==> src/rtl/ex_alu_md_pkg.sv <==
// ex_alu_md_pkg: shared definitions for the execute stage.
//   - aluop codes (RV32I set plus the RV32M mul/div ops)
//   - alusel result-class codes, including EXE_RES_MULDIV
//   - default datapath width
//   - mul/div FSM state encoding
package ex_alu_md_pkg;

    localparam int EX_XLEN = 32;

    // aluop codes
    localparam logic [7:0] EXE_NOP_OP    = 8'h00;
    localparam logic [7:0] EXE_AND_OP    = 8'h24;
    localparam logic [7:0] EXE_OR_OP     = 8'h25;
    localparam logic [7:0] EXE_XOR_OP    = 8'h26;
    localparam logic [7:0] EXE_SLL_OP    = 8'h7c;
    localparam logic [7:0] EXE_SRL_OP    = 8'h02;
    localparam logic [7:0] EXE_SRA_OP    = 8'h03;
    localparam logic [7:0] EXE_SLT_OP    = 8'h2a;
    localparam logic [7:0] EXE_SLTU_OP   = 8'h2b;   // also used for SLTIU
    localparam logic [7:0] EXE_ADD_OP    = 8'h20;
    localparam logic [7:0] EXE_SUB_OP    = 8'h22;
    localparam logic [7:0] EXE_MUL_OP    = 8'h18;
    localparam logic [7:0] EXE_MULH_OP   = 8'h19;
    localparam logic [7:0] EXE_MULHSU_OP = 8'h1a;
    localparam logic [7:0] EXE_MULHU_OP  = 8'h1b;
    localparam logic [7:0] EXE_DIV_OP    = 8'h1c;
    localparam logic [7:0] EXE_DIVU_OP   = 8'h1d;
    localparam logic [7:0] EXE_REM_OP    = 8'h1e;
    localparam logic [7:0] EXE_REMU_OP   = 8'h1f;

    // alusel result classes
    localparam logic [2:0] EXE_RES_NOP    = 3'd0;
    localparam logic [2:0] EXE_RES_LOGIC  = 3'd1;
    localparam logic [2:0] EXE_RES_SHIFT  = 3'd2;
    localparam logic [2:0] EXE_RES_ARITH  = 3'd3;
    localparam logic [2:0] EXE_RES_MULDIV = 3'd4;

    // mul/div FSM states
    localparam logic [1:0] ST_IDLE = 2'd0;
    localparam logic [1:0] ST_CALC = 2'd1;
    localparam logic [1:0] ST_DONE = 2'd2;

endpackage

==> src/rtl/ex_alu_md_muldiv.sv <==
// ex_muldiv_unit: iterative multiply/divide for the execute stage.
// Retires UNROLL result bits per cycle (shift-add multiply, restoring
// divide), both on operand magnitudes with a sign fix-up in DONE.
// Optional: EX_FAST_MUL_EN makes MUL* single-cycle (IDLE -> DONE).
// Ports:
//   clk, rst          clock, async active-high reset
//   start             a MULDIV-class op is presented (sampled in IDLE)
//   flush             abandon the op, return to IDLE
//   op, a, b          aluop and operands
//   busy              stall request (IDLE&start | CALC), masked by flush/rst
//   done              FSM is in DONE; result is valid this cycle
//   result            final sign-corrected result
module ex_muldiv_unit
    import ex_alu_md_pkg::*;
#(
    parameter int XLEN    = EX_XLEN,
    parameter int UNROLL  = 1,
    parameter int ALUOP_W = 8
) (
    input  logic               clk,
    input  logic               rst,
    input  logic               start,
    input  logic               flush,
    input  logic [ALUOP_W-1:0] op,
    input  logic [XLEN-1:0]    a,
    input  logic [XLEN-1:0]    b,
    output logic               busy,
    output logic               done,
    output logic [XLEN-1:0]    result
);
    localparam int N     = XLEN / UNROLL;
    localparam int CNT_W = (N > 1) ? $clog2(N) : 1;

    logic [1:0]         state;
    logic [CNT_W-1:0]   count;
    logic [XLEN-1:0]    hi, lo, opb;   // {hi,lo}: product, or remainder/quotient
    logic [ALUOP_W-1:0] op_q;
    logic               is_div_q, neg_q, negr_q, special;

    // operand decode
    logic            is_mul, is_div, sa, sb, a_neg, b_neg, rem_op, div0, ovf;
    logic [XLEN-1:0] ma, mb, spec_val;

    always_comb begin
        is_mul = 1'b0;
        is_div = 1'b0;
        sa     = 1'b0;
        sb     = 1'b0;
        case (op)
            EXE_MUL_OP, EXE_MULHU_OP: is_mul = 1'b1;
            EXE_MULH_OP:              begin is_mul = 1'b1; sa = 1'b1; sb = 1'b1; end
            EXE_MULHSU_OP:            begin is_mul = 1'b1; sa = 1'b1; end
            EXE_DIV_OP, EXE_REM_OP:   begin is_div = 1'b1; sa = 1'b1; sb = 1'b1; end
            EXE_DIVU_OP, EXE_REMU_OP: is_div = 1'b1;
            default: ;
        endcase
    end

    assign a_neg  = sa & a[XLEN-1];
    assign b_neg  = sb & b[XLEN-1];
    assign ma     = a_neg ? -a : a;
    assign mb     = b_neg ? -b : b;
    assign rem_op = (op == EXE_REM_OP) | (op == EXE_REMU_OP);
    assign div0   = is_div & (b == '0);
    assign ovf    = is_div & sa & (a == {1'b1, {(XLEN-1){1'b0}}}) & (b == '1);

    // Special cases bypass CALC; an unknown op inside the class yields 0.
    always_comb begin
        spec_val = '0;
        if (div0)
            spec_val = rem_op ? a : '1;
        else if (ovf)
            spec_val = rem_op ? '0 : a;
    end

`ifdef EX_FAST_MUL_EN
    logic [2*XLEN-1:0] fast_prod;
    assign fast_prod = {{XLEN{1'b0}}, ma} * {{XLEN{1'b0}}, mb};
`endif

    // One radix-2^UNROLL step.
    logic [XLEN-1:0] nhi, nlo;
    logic [XLEN:0]   trial, diff, sum;

    always_comb begin
        nhi   = hi;
        nlo   = lo;
        trial = '0;
        diff  = '0;
        sum   = '0;
        for (int j = 0; j < UNROLL; j++) begin
            if (is_div_q) begin
                // restoring: borrow out of diff means trial < divisor
                trial = {nhi, nlo[XLEN-1]};
                diff  = trial - {1'b0, opb};
                nlo   = {nlo[XLEN-2:0], ~diff[XLEN]};
                nhi   = diff[XLEN] ? trial[XLEN-1:0] : diff[XLEN-1:0];
            end else begin
                // multiplier sits in lo and drains out as the product fills in
                sum = {1'b0, nhi} + (nlo[0] ? {1'b0, opb} : '0);
                nlo = {sum[0], nlo[XLEN-1:1]};
                nhi = sum[XLEN:1];
            end
        end
    end

    always_ff @(posedge clk or posedge rst) begin
        if (rst) begin
            state    <= ST_IDLE;
            count    <= '0;
            hi       <= '0;
            lo       <= '0;
            opb      <= '0;
            op_q     <= '0;
            is_div_q <= 1'b0;
            neg_q    <= 1'b0;
            negr_q   <= 1'b0;
            special  <= 1'b0;
        end else if (flush) begin
            state <= ST_IDLE;
            count <= '0;
        end else begin
            case (state)
                ST_IDLE: if (start) begin
                    op_q     <= op;
                    is_div_q <= is_div;
                    neg_q    <= a_neg ^ b_neg;
                    negr_q   <= a_neg;
                    count    <= '0;
                    hi       <= '0;
                    special  <= 1'b0;
                    if (div0 | ovf | ~(is_mul | is_div)) begin
                        lo      <= spec_val;
                        special <= 1'b1;
                        state   <= ST_DONE;
                    end
`ifdef EX_FAST_MUL_EN
                    else if (is_mul) begin
                        {hi, lo} <= fast_prod;
                        state    <= ST_DONE;
                    end
`endif
                    else begin
                        lo    <= is_div ? ma : mb;
                        opb   <= is_div ? mb : ma;
                        state <= ST_CALC;
                    end
                end
                ST_CALC: begin
                    hi    <= nhi;
                    lo    <= nlo;
                    count <= count + 1'b1;
                    if (count == CNT_W'(N - 1))
                        state <= ST_DONE;
                end
                default: state <= ST_IDLE;   // DONE and unused codes
            endcase
        end
    end

    // sign correction and result select
    logic [2*XLEN-1:0] prod_s;
    logic [XLEN-1:0]   quo_s, rem_s;

    assign prod_s = neg_q  ? -{hi, lo} : {hi, lo};
    assign quo_s  = neg_q  ? -lo : lo;
    assign rem_s  = negr_q ? -hi : hi;

    always_comb begin
        result = '0;
        if (special)
            result = lo;
        else begin
            case (op_q)
                EXE_MUL_OP:                               result = prod_s[XLEN-1:0];
                EXE_MULH_OP, EXE_MULHSU_OP, EXE_MULHU_OP: result = prod_s[2*XLEN-1:XLEN];
                EXE_DIV_OP, EXE_DIVU_OP:                  result = quo_s;
                EXE_REM_OP, EXE_REMU_OP:                  result = rem_s;
                default:                                  result = '0;
            endcase
        end
    end

    assign done = (state == ST_DONE);
    assign busy = ~rst & ~flush & (((state == ST_IDLE) & start) | (state == ST_CALC));

endmodule

==> src/rtl/ex_alu_md.sv <==
// ex_alu_md: RV32I/RV32M execute stage. Single-cycle ALU plus an
// iterative mul/div unit (ex_muldiv_unit), registered EX result and
// forwarding port. Optional: EX_FAST_MUL_EN (single-cycle MUL*).
// Ports:
//   clk, rst                         clock, async active-high reset
//   valid_i, aluop_i, alusel_i       instruction from ID/EX
//   reg1_i, reg2_i, wd_i, wreg_i     operands and destination
//   flush_i                          kill in-flight op
//   stall_o                          hold upstream while a mul/div runs
//   valid_o, wd_o, wreg_o, wdata_o   registered result to EX/MEM
//   ex_wreg_o, ex_wd_o, ex_wdata_o   forwarding to ID
module ex_alu_md
    import ex_alu_md_pkg::*;
#(
    parameter int XLEN      = EX_XLEN,
    parameter int UNROLL    = 1,
    parameter int ALUOP_W   = 8,
    parameter int REGADDR_W = 5
) (
    input  logic                 clk,
    input  logic                 rst,
    input  logic                 valid_i,
    input  logic [ALUOP_W-1:0]   aluop_i,
    input  logic [2:0]           alusel_i,
    input  logic [XLEN-1:0]      reg1_i,
    input  logic [XLEN-1:0]      reg2_i,
    input  logic [REGADDR_W-1:0] wd_i,
    input  logic                 wreg_i,
    input  logic                 flush_i,
    output logic                 stall_o,
    output logic                 valid_o,
    output logic [REGADDR_W-1:0] wd_o,
    output logic                 wreg_o,
    output logic [XLEN-1:0]      wdata_o,
    output logic                 ex_wreg_o,
    output logic [REGADDR_W-1:0] ex_wd_o,
    output logic [XLEN-1:0]      ex_wdata_o
);
    localparam int SHAMT_W = $clog2(XLEN);

    logic               md_start, md_busy, md_done, alu_go;
    logic [XLEN-1:0]    md_result, alu_res;
    logic [SHAMT_W-1:0] shamt;

    assign md_start = valid_i & (alusel_i == EXE_RES_MULDIV);
    assign shamt    = reg2_i[SHAMT_W-1:0];

    ex_muldiv_unit #(
        .XLEN    (XLEN),
        .UNROLL  (UNROLL),
        .ALUOP_W (ALUOP_W)
    ) u_muldiv (
        .clk    (clk),
        .rst    (rst),
        .start  (md_start),
        .flush  (flush_i),
        .op     (aluop_i),
        .a      (reg1_i),
        .b      (reg2_i),
        .busy   (md_busy),
        .done   (md_done),
        .result (md_result)
    );

    assign stall_o = md_busy;

    always_comb begin
        alu_res = '0;
        case (alusel_i)
            EXE_RES_NOP: alu_res = reg1_i;
            EXE_RES_LOGIC: case (aluop_i)
                EXE_AND_OP: alu_res = reg1_i & reg2_i;
                EXE_OR_OP:  alu_res = reg1_i | reg2_i;
                EXE_XOR_OP: alu_res = reg1_i ^ reg2_i;
                default:    alu_res = '0;
            endcase
            EXE_RES_SHIFT: case (aluop_i)
                EXE_SLL_OP: alu_res = reg1_i << shamt;
                EXE_SRL_OP: alu_res = reg1_i >> shamt;
                EXE_SRA_OP: alu_res = $signed(reg1_i) >>> shamt;
                default:    alu_res = '0;
            endcase
            EXE_RES_ARITH: case (aluop_i)
                EXE_ADD_OP:  alu_res = reg1_i + reg2_i;
                EXE_SUB_OP:  alu_res = reg1_i - reg2_i;
                EXE_SLT_OP:  alu_res = {{(XLEN-1){1'b0}}, $signed(reg1_i) < $signed(reg2_i)};
                EXE_SLTU_OP: alu_res = {{(XLEN-1){1'b0}}, reg1_i < reg2_i};
                default:     alu_res = '0;
            endcase
            default: alu_res = '0;
        endcase
    end

    // In DONE stall_o is low, so the mul/div instruction is still the one on
    // the ID/EX inputs; it must not be taken again as a new op.
    assign alu_go = valid_i & ~stall_o & ~md_done & (alusel_i != EXE_RES_MULDIV);

    always_ff @(posedge clk or posedge rst) begin
        if (rst) begin
            valid_o <= 1'b0;
            wd_o    <= '0;
            wreg_o  <= 1'b0;
            wdata_o <= '0;
        end else if (flush_i) begin
            valid_o <= 1'b0;
            wreg_o  <= 1'b0;
        end else if (md_done) begin
            // wd_i/wreg_i were held by upstream for the whole op
            valid_o <= 1'b1;
            wd_o    <= wd_i;
            wreg_o  <= wreg_i;
            wdata_o <= md_result;
        end else if (alu_go) begin
            valid_o <= 1'b1;
            wd_o    <= wd_i;
            wreg_o  <= wreg_i;
            wdata_o <= alu_res;
        end else begin
            valid_o <= 1'b0;
        end
    end

    assign ex_wreg_o  = wreg_o & valid_o;
    assign ex_wd_o    = wd_o;
    assign ex_wdata_o = wdata_o;

endmodule

==> config.mk <==
export PLATFORM = sky130hd
export DESIGN_NAME = ex_alu_md
export DESIGN_NICKNAME = d
export VERILOG_FILES = /design/src/rtl/ex_alu_md_pkg.sv /design/src/rtl/ex_alu_md_muldiv.sv /design/src/rtl/ex_alu_md.sv
export SDC_FILE = /design/constraint.sdc
export NUM_CORES = 2
export LEC_CHECK = 0
export BUFFER_PORTS_ARGS = -buffer_cell sky130_fd_sc_hd__buf_4
export CORE_MARGIN = 2
export CORE_UTILIZATION = 55
export DETAILED_ROUTE_END_ITERATION = 12
export GPL_ROUTABILITY_DRIVEN = 0
export HOLD_SLACK_MARGIN = 0.1
export PLACE_DENSITY = 0.72
export REMOVE_ABC_BUFFERS = 1
export SETUP_SLACK_MARGIN = 0.2
export SYNTH_ARGS = -nofsm -noshare
export SYNTH_HDL_FRONTEND = slang
export SYNTH_SLANG_ARGS = --single-unit
==> constraint.sdc <==
create_clock -name clk -period 10.47 [get_ports clk]
set_clock_uncertainty 0.15 [all_clocks]
set_input_delay 0.5235 -clock clk [delete_from_list [all_inputs] [get_ports clk]]
set_output_delay 0.5235 -clock clk [all_outputs]
set_load 0.03 [all_outputs]
* Yosys cells after proc, flatten, opt, wreduce, memory -nomap -nowiden
Cells that the tools add are included.
** Operators by class
- Add/subtract/negate cells :: 10
- Order comparisons :: 2
- Equality and inequality tests :: 39
- Shift operators :: 3
- Mux-type cells :: 49
- Bitwise logic cells :: 30
- Reductions and logical operators :: 20
** Operator list (number)
- two-way mux 32 bit :: 20
- case mux 32 bit (4 select lines) :: 3
- case mux 32 bit (3 select lines) :: 2
- == test 8 x 5 -> 1 bit, second input constant :: 16
- negator 32 bit :: 4
- case mux 32 bit (2 select lines) :: 2
- == test 32 bit, second input constant :: 2
- less-than comparator 32 bit :: 2
- two-way mux 64 bit :: 1
- negator 64 bit :: 1
- == test 8 x 6 -> 1 bit, second input constant :: 7
- adder 32 x 33 -> 33 bit :: 1
- subtractor 33 x 32 -> 33 bit :: 1
- adder 32 bit :: 1
- bitwise AND 32 bit :: 1
- zero test 32 bit :: 1
- OR 32 bit :: 1
- left shift 32 x 5 -> 32 bit :: 1
- >> shifter 32 x 5 -> 32 bit :: 1
- >>> shifter 32 x 5 -> 32 bit :: 1
- subtractor 32 bit :: 1
- bitwise XOR 32 bit :: 1
- two-way mux 5 bit :: 4
- == test 8 x 2 -> 1 bit, second input constant :: 2
- other kinds (29) :: 76
** Word-level totals
- Register bits :: 154
- Input bits :: 85
- Output and inout port bits :: 78
- Logic and storage cells :: 167

* Logic depth before layout (Yosys ltp)
- Depth after elaboration :: 12
- Depth in mapped cells :: 17
- Mapped depth without buffers :: 14

* Cells and area by module
From an unflattened synthesis, not the netlist that was laid out.
** Unflattened totals
- Cell total of the unflattened synthesis :: 3388
- Area total of the unflattened synthesis :: 24971.4 um^2
** Modules (own cells, without submodules)
- ex_muldiv_unit :: times used 1, cells each 1922, area an instance 13933.4 um^2, sequential area each 2877.8 um^2
- ex_alu_md :: times used 1, cells each 1466, area an instance 11038.1 um^2, sequential area each 975.9 um^2

* Worst setup path after synthesis
Ideal clock, no wire load.
- Path type :: in2reg
- From :: input rst
- To :: register wdata_o[24], in the netlist ex_wdata_o[24]
- Library setup time :: 0.131 ns
- Arrival :: 5.258 ns
- Required time :: 10.189 ns
- Slack :: 4.931 ns
- Stages on the path :: 10
- Path buffers :: 3
- Path through :: inv_1 > nand2_1 > a31oi_1 > a211o_1 > clkbuf_1 > clkbuf_1 > clkbuf_1 > a21oi_1 > a21oi_1 > nor3_1
** On the way
- Longest elaborated chain between the ends :: 9
** Ends and longest elaborated chain
- start: declaration :: line ex_alu_md.sv:21 : input logic rst,
- NOT 1 bit :: line ex_alu_md_muldiv.sv:185 : assign busy = ~rst & ~flush & (((state == ST_IDLE) & start) | (state == ST_CALC));
- bitwise AND 1 bit (2 in a row) :: line ex_alu_md_muldiv.sv:185
- NOT 1 bit :: line ex_alu_md.sv:96 : assign alu_go = valid_i & ~stall_o & ~md_done & (alusel_i != EXE_RES_MULDIV);
- bitwise AND 1 bit (3 in a row) :: line ex_alu_md.sv:96
- nonzero test 2 bit (no source line)
- AND reduction 2 bit (no source line)
- end signal: assignment :: line ex_alu_md.sv:112 : wdata_o <= md_result;
- end signal: assignment :: line ex_alu_md.sv:117 : wdata_o <= alu_res;
- end: declaration :: line ex_alu_md.sv:34 : output logic [XLEN-1:0] wdata_o,
No other way between the ends.
A chain may end at the register's enable or synchronous reset.

* Worst setup path after layout
- From :: input reg2_i[3]
- To :: register wdata_o[28], in the netlist ex_wdata_o[28]
** On the way
- Longest elaborated chain between the ends :: 5
- Elaborated cells between the ends (all ways) :: 10
- Those cells by class :: add/sub (2); shift (3); mux (5)
** Ends and longest elaborated chain
- start: declaration :: line ex_alu_md.sv:26 : input logic [XLEN-1:0] reg2_i,
- subtractor 32 bit (tied with other cells) :: line ex_alu_md.sv:85 : EXE_SUB_OP: alu_res = reg1_i - reg2_i;
- case mux 32 bit (4 select lines) / case mux 32 bit (3 select lines) (equally long branches) :: line ex_alu_md.sv:83, ex_alu_md.sv:77
- case mux 32 bit (4 select lines) * :: line ex_alu_md.sv:69 : case (alusel_i)
- two-way mux 32 bit * :: line ex_alu_md.sv:113 : end else if (alu_go) begin
- two-way mux 32 bit * :: line ex_alu_md.sv:107 : end else if (md_done) begin
Every way passes the cells marked *; elsewhere a longest branch is shown, timed or not. The select of a mux whose other input is x is not followed.

==> results.yml <==
outcome:
  status: "finished, final reports clean"
global_routing:
  grt_max_degree: 111
  grt_pass1_wl_mm: 157
  grt_usage: 0.431
  grt_pass1_vias: 26300
  antenna_found_initial: 4
  overflow: 0
synth:
  synth_edf_count: 0
  ys_seq_area_frac: 0.154
  synth-seq-cells: 154
  yosysTopAreaCell: "dfrtp_1"
  synth.distinct_cells: 89
  ys_warn_count: 0
  async_reset_ff_frac: 1.00
  synth.area.top_cells: "dfrtp_1, ha_1, o21ai_0"
  yosysTopAreaCellShare: 0.154
  synth_area_um2: 25000
  postSynthCellCount: 3415
  synth_ff_type: "dfrtp_1"
  synth_most_common_cell: "nor2_1"
  synthTopCellsByCount: "nor2_1, nand2_1, o21ai_0"
  avgSynthCellArea_um2: 7.31
final_layout:
  final_nets: 3576
  area_growth_pct: 6.22
  seqCellArea_um2: 3860
  final_cell_count_no_fill: 3931
  nFillCells: 4247
  fin_area_um2: 26500
  fin_util: 0.588
  drive_gt1_frac: 0.106
  multi_input_area_um2: 19100
clock_tree:
  cts_tree: "yes"
  ctsHoldBuffers: 6
  cts.sinks: 154
  htreeDepth: 4
  clk_root_buffer_cell: "clkbuf_16"
  clkTransAtPathRegs_ns: 0.07
  postCtsSetupBuffers: 0
  clock_path_buffers: 2
  cts_buffers: 17
  post_cts_resized: 0
  insertion_delay_ns: 0.49
pwr:
  power.switching_mw: 1.10
  power_leakage_nw: 11.2
  power_density_nw_per_um2: 95.9
  sw_frac_of_total: 0.434
  clkPwrFrac: 0.269
  intPower_mw: 1.44
  ir_drop_uv: 132
  pwr-share-seq: 0.281
  comb_power_share: 0.450
setup_path:
  cp-start-kind: "primary input"
  setup.worst_path.end: "ex_wdata_o[28]"
  reg2reg_from: "u_muldiv.lo[0]"
  required_ns: 10.69
  crit_path_end_kind: "register"
  r2r_cells: 13
  critPathKind: "primary input to register"
  worstSetupStartpoint: "reg2_i[3]"
  crit_fanout: 62
  reg2reg_to: "u_muldiv.hi[30]"
  cp.arrival_ns: 5.07
  ff2ff_setup_slack_ns: 5.69
timing:
  finalCritPeriodShare: 0.463
  rsz0062_at_grt: "false"
  slew_headroom: 0.154
  finalHoldViolations: 0
  slew_viol_final: 0
  min_period_ns: 4.85
  whs_ns: 0.102
  worst_pin_slew_ns: 1.26
  finalSetupViolations: 0
  fmax_mhz: 206
  tns_ns: 0
placed_design:
  hpwlAfterDp_mm: 74.8
  placed_cells: 3890
  detailed_place.area_um2: 25800
  port_buffers: 162
floorplan:
  fp.dieW_um: 217
  fp.dieH_um: 217
  die_area_um2: 47100
  core-area_um2: 45100
  ios: 163
  start_util: 0.554
  rows: 78
detailed_routing:
  drt_iter0_drc: 5285
  viasPerCell: 7.22
  vias: 28400
  routed_wl_mm: 104
  final_antenna_net_count: 0
  first_pass_iters: 11
  drc: 0
  routedWlPerCell_um: 26.5
worst_hold_path:
  hold_path.class: "primary input to asynchronous set/reset pin"
flow_run:
  maxCapViolations: 0
[flip-flops by register name (all words and copies together), names as in the netlist]
signal / cells
u_muldiv.count: 5
u_muldiv.op_q: 8
ex_wd_o: 5
ex_wdata_o: 32
u_muldiv.special: 1
u_muldiv.negr_q: 1
u_muldiv.state: 2
valid_o: 1
u_muldiv.opb: 32
u_muldiv.lo: 32
u_muldiv.neg_q: 1
u_muldiv.hi: 32
u_muldiv.is_div_q: 1
wreg_o: 1
[layer usage]
| layer | track usage | routed length, um | vias to the layer above |
|---|---|---|---|
| met3 | 0.157 | 15700 | 535 |
| li1 | - | - | 12300 |
| met5 | 0 | 73 | - |
| met1 | 0.540 | 37600 | 13100 |
| met2 | 0.619 | 42400 | 2451 |
| met4 | 0.286 | 8310 | 8 |
[worst max-delay path, stage by stage]
cell       delay, ns
buf_4           0.48
inv_2           0.51
ha_1            0.56
nand2b_1        0.13
o311ai_1        0.18
a2111oi_0       0.84
o31ai_1         0.26
a211oi_1        0.44
o21ai_1         0.21
nand2_1         0.19
a31oi_1         0.13
o21a_1          0.23
o32ai_1         0.32
[cell usage in the layout, fill, tap and decap left out, types with 28 or more instances in the layout]
master,Yosys,layout
a221oi_1,33,33
nor2b_1,29,29
a211oi_1,45,45
o211ai_1,47,47
buf_4,38,199
ha_1,171,171
nand2_1,316,314
a21oi_1,299,299
mux2i_1,125,125
dfrtp_1,154,152
o21bai_1,28,28
nand4_1,32,32
a21o_1,45,45
a31oi_1,52,52
o31ai_1,41,41
nor3_1,76,73
a22oi_1,43,43
or3_1,35,34
o21ai_0,314,314
xnor2_1,145,144
nand3_1,69,69
inv_1,155,153
xor2_1,47,47
nor2_1,318,316
mux4_2,64,64
o22ai_1,54,54
[per-stage QoR]
stage | total power, mW | setup WS, ns
after CTS | 2.48 | 5.78
after global routing | 2.63 | 5.22
after floorplan | 1.41 | 3.60
after global placement | 1.78 | 5.47
after detailed placement | 1.81 | 5.37
final | 2.54 | 5.62
[cell type report]
class | instances | share of cell area
Multi-Input combinational cell | 2780 | 0.722
Sequential cell | 154 | 0.145
Timing Repair Buffer | 205 | 0.0586
Tap cell | 600 | 0.0283
Inverter | 158 | 0.0226
Clock buffer | 22 | 0.0175
Clock inverter | 10 | 0.00533
Antenna cell | 2 | 0.000189
[cells by family (layout without fill, tap and decap cells)]
family / count (synthesis) / count (layout) / share of synthesized area
buffers and inverters: 481 / 395 / 0.0806
other: 0 / 2 / 0
muxes: 205 / 205 / 0.115
xor gates and xnor gates: 192 / 192 / 0.0674
DFF: 154 / 154 / 0.154
adders and majority gates: 175 / 175 / 0.0889
AOI/OAI and AO/OA: 1181 / 1181 / 0.300
and+or+nand+nor: 1027 / 1027 / 0.194
[how the worst min path moves through the flow]
stage / endpoint / slack, ns / cells after the start
2_1_floorplan: u_muldiv.op_q[3] / 0.30 / 2
3_3_place_gp: u_muldiv.op_q[3] / 0.31 / 2
3_5_place_dp: u_muldiv.op_q[3] / 0.32 / 2
4_1_cts: wreg_o / 0.11 / 2
5_1_grt: wreg_o / 0.12 / 2
6_report: wreg_o / 0.10 / 2
[power by group through the flow]
stage | sequential (mW) | clock [mW] | combinational [mW]
after floorplan | 0.763 | 0 | 0.651
after CTS | 0.709 | 0.682 | 1.09
after detailed placement | 0.720 | 0 | 1.09
after global routing | 0.719 | 0.707 | 1.21
final | 0.714 | 0.686 | 1.14
after global placement | 0.718 | 0 | 1.07
(Power assumes the default switching activity.)
